## src/rtl/pipe_chk_golden.sv

```systemverilog
// Golden DEPTH-stage non-blocking shift register; stage 0 tracks din one edge late.
module pipe_chk_golden #(
    parameter int WIDTH = 4,
    parameter int DEPTH = 2
) (
    input  logic                        clk,
    input  logic                        reset,
    input  logic [WIDTH-1:0]            din_i,
    output logic [DEPTH-1:0][WIDTH-1:0] stage_o
);
    logic [DEPTH-1:0][WIDTH-1:0] stage_q;

    always_ff @(posedge clk) begin
        if (reset) begin
            stage_q <= '0;
        end else begin
            stage_q[0] <= din_i;
            for (int i = 1; i < DEPTH; i++) begin
                stage_q[i] <= stage_q[i-1];
            end
        end
    end

    assign stage_o = stage_q;

endmodule

```

## config.mk

```make
export PLATFORM = sky130hd
export DESIGN_NAME = pipe_chk_golden
export DESIGN_NICKNAME = d
export VERILOG_FILES = /design/src/rtl/pipe_chk_golden.sv
export SDC_FILE = /design/constraint.sdc
export NUM_CORES = 1
export LEC_CHECK = 0
export CORE_AREA = 2 2 39 41
export DETAILED_ROUTE_END_ITERATION = 7
export DIE_AREA = 0 0 41 43
export GPL_TIMING_DRIVEN = 0
export HOLD_SLACK_MARGIN = 0.06
export SLEW_MARGIN = 20
export SYNTH_ARGS = -nofsm -noshare
export SYNTH_HDL_FRONTEND = slang
export SYNTH_SLANG_ARGS = --single-unit
```

## constraint.sdc

```tcl
create_clock -name clk -period 1.57 [get_ports clk]
set_input_delay 0.2355 -clock clk [delete_from_list [all_inputs] [get_ports clk]]
set_output_delay 0.2355 -clock clk [all_outputs]
set_load 0.02 [all_outputs]
```

==> run metrics <==
Reg area=160 um^2; cell with the largest stage delay on the worst path=sky130_fd_sc_hd__clkdlybuf4s50_1; number of global-route vias before repair=134; Data required, critical path=1.33 ns; number of flip-flops under the largest register name=8; Pre-antenna DRT Iters=2; Unique masters post-synth=2; final RePlAce weighted congestion=0.571; Worst Setup Slack post-DPL=0.408 ns; start point of the critical path=stage_o[3]; number of setup buffers added after CTS=0; final critical path time including I/O delays and setup=1.42 ns; Period Utilization, post-route=90.5%; slack of the critical path=0.150 ns; CTS root buffer=sky130_fd_sc_hd__clkbuf_4; Crit path max-delay family=buffers and inverters; final-layout setup total negative slack=0 ns; Num Clock Sinks=8; combinational cell fraction of total power=12.3%; die height=43 um; number of cells on the worst hold path=1; Max Fclk=704 MHz; post-cts hold buffer count=0; synthesized net count=22; FF-to-FF End=stage_o[7]; number of primary I/O pins=14; run status=finished, final reports clean; aggregate global routing overflow=0; multiplexer share of the synthesized area=0%; fill cell total of the finished layout=147; stages on the worst setup path=1; share of Yosys cell area claimed by the top area cell type=76.2%; FF-to-FF setup slack=1.02 ns; antenna violations before repair=0; worst min-delay path class=reg -> reg; clock-pin slew reported for the worst setup and hold paths after clock tree synthesis=0.05 ns; category of the most critical setup path=reg -> out; Final #Nets=40; diode insertion count for antenna repair=0; largest net degree at the start of global routing=9; Row Count=14; Least-Margin Pin Slew=0.255 ns; Max-slew headroom=83.0%; worst min-delay path startpoint=stage_o[2]; Crit path largest cell delay=0.61 ns; latest clock arrival within the worst-skew pair=0.24 ns; Initial Utilization=15.2%; ratio of cells with drive above 1 in the final layout=9.38%; cell-internal power=331 uW; adder and majority gate portion of the synthesized area=0%; post-synthesis compound-gate area fraction=0%; wire per inst=7.83 um; post-synthesis sequential area ratio=76.2%; top cell type by total area after synthesis=sky130_fd_sc_hd__dfxtp_1; unrepaired setup endpoints after global routing=no; die outline area=0.00176 mm^2; kind of end point of the critical path=output pin; cell count of the worst reg-to-reg path=1; H-tree level count=1; peak supply drop=0.000278 V; overall fraction of global-route tracks in use=5.54%; leakage=0.146 nW; global-route wire length before repair=558 um; Psw=86.0 uW; Reg power frac=52.0%; combinational family with the most area after synthesis=simple AND/OR/NAND/NOR gates; Crit path buffers/inverters=1; Crit path arrival time=1.18 ns; power density cells=1090 mW/mm^2; Post-Synthesis Cell Area=210 um^2; Synth Area per Inst=13.1 um^2; Core Footprint=0.00138 mm^2; synth top area cells=sky130_fd_sc_hd__dfxtp_1 (76%), sky130_fd_sc_hd__nor2b_1 (24%); Max Slew Vio Count=0; total area of multi-input combinational cells=50.0 um^2; most used cells in the layout excluding fill and tap cells=sky130_fd_sc_hd__clkdlybuf4s50_1 (13), sky130_fd_sc_hd__nor2b_1 (8), sky130_fd_sc_hd__dfxtp_1 (8); CTS Buf Count=3; post-cts sizing count=0; end of the critical path=stage_o[3]; simple-gate share of the synthesized area=23.8%; Port Buffer Count=13; number of buffers between clock root and the deepest sink=2; TritonCTS clock tree=done; critical path cell sequence=clkdlybuf4s50_1; Area Overhead vs Synth=82.1%; setup violators final=0; Clock Power Share=35.8%; number of violations of the max-capacitance limit=0; post-detailed-route DRC marker count=0; XOR/XNOR share of the synthesized area=0%; worst r2r src=stage_o[3]; final routed wirelength across all metal layers=376 um; startpoint class of the critical path=flop; Final Skew=0.000140 ns; mean number of vias per cell=3.31; post-route ant nets=0; Die W=41 um; highest fanout seen on the critical path=2; Yosys warning total=0; most common cell after layout, fill and taps aside=sky130_fd_sc_hd__clkdlybuf4s50_1; number of failing hold endpoints at the final stage=0; 1st-iter DRT viols=2; Yosys reg bits=8; Switching Fraction=20.6%; Syn Inst Count=16; via count of the routed design=159
[per-layer routing]
metal	GRT usage [%]	share of wire, %
met2	5.31	39
met5	0	0
met1	6.51	44
met4	6.00	0
met3	4.71	17
[metrics by stage]
stage	util [%]	power, mW	hold slack (ns)	instance area (um^2)	instances
after CTS	27.7	0.426	0.471	383	48
final	27.7	0.417	0.466	383	48
after detailed placement	26.0	0.273	0.464	360	45
after global placement	26.0	0.272	0.462	360	45
after floorplan	-	0.239	0.307	210	16
after global routing	27.7	0.442	0.480	383	48
[how the worst min path moves through the flow]
stage / endpoint / slack (ns)
detailed placement: stage_o[6] / 0.46
floorplan: stage_o[0] / 0.31
global route: stage_o[4] / 0.48
finish: stage_o[6] / 0.47
global placement: stage_o[5] / 0.46
CTS: stage_o[6] / 0.47
[cell families (layout without fill, tap and decap cells)]
| family | Yosys count | in the layout |
|---|---|---|
| simple gates | 8 | 8 |
| flops | 8 | 8 |
| buf+inv | 0 | 16 |
[cell usage after synthesis (all sizes together)]
| library cell | n |
|---|---|
| nor2b | 8 |
| dfxtp | 8 |
[power by group through the flow]
stage / logic, mW / clock network [mW] / registers [mW]
floorplan: 0.00609 / 0 / 0.232
global placement: 0.0511 / 0 / 0.221
detailed placement: 0.0517 / 0 / 0.221
CTS: 0.0517 / 0.157 / 0.217
global route: 0.0548 / 0.170 / 0.217
finish: 0.0511 / 0.149 / 0.216
[cell type report]
cell class,instances,area share (%)
repair buffers,13,34.0
flip-flops and latches,8,41.8
well taps,16,5.23
multi-input cells,8,13.1
clock buffers,3,5.88
Note: power is estimated with default switching activity, not from simulation.
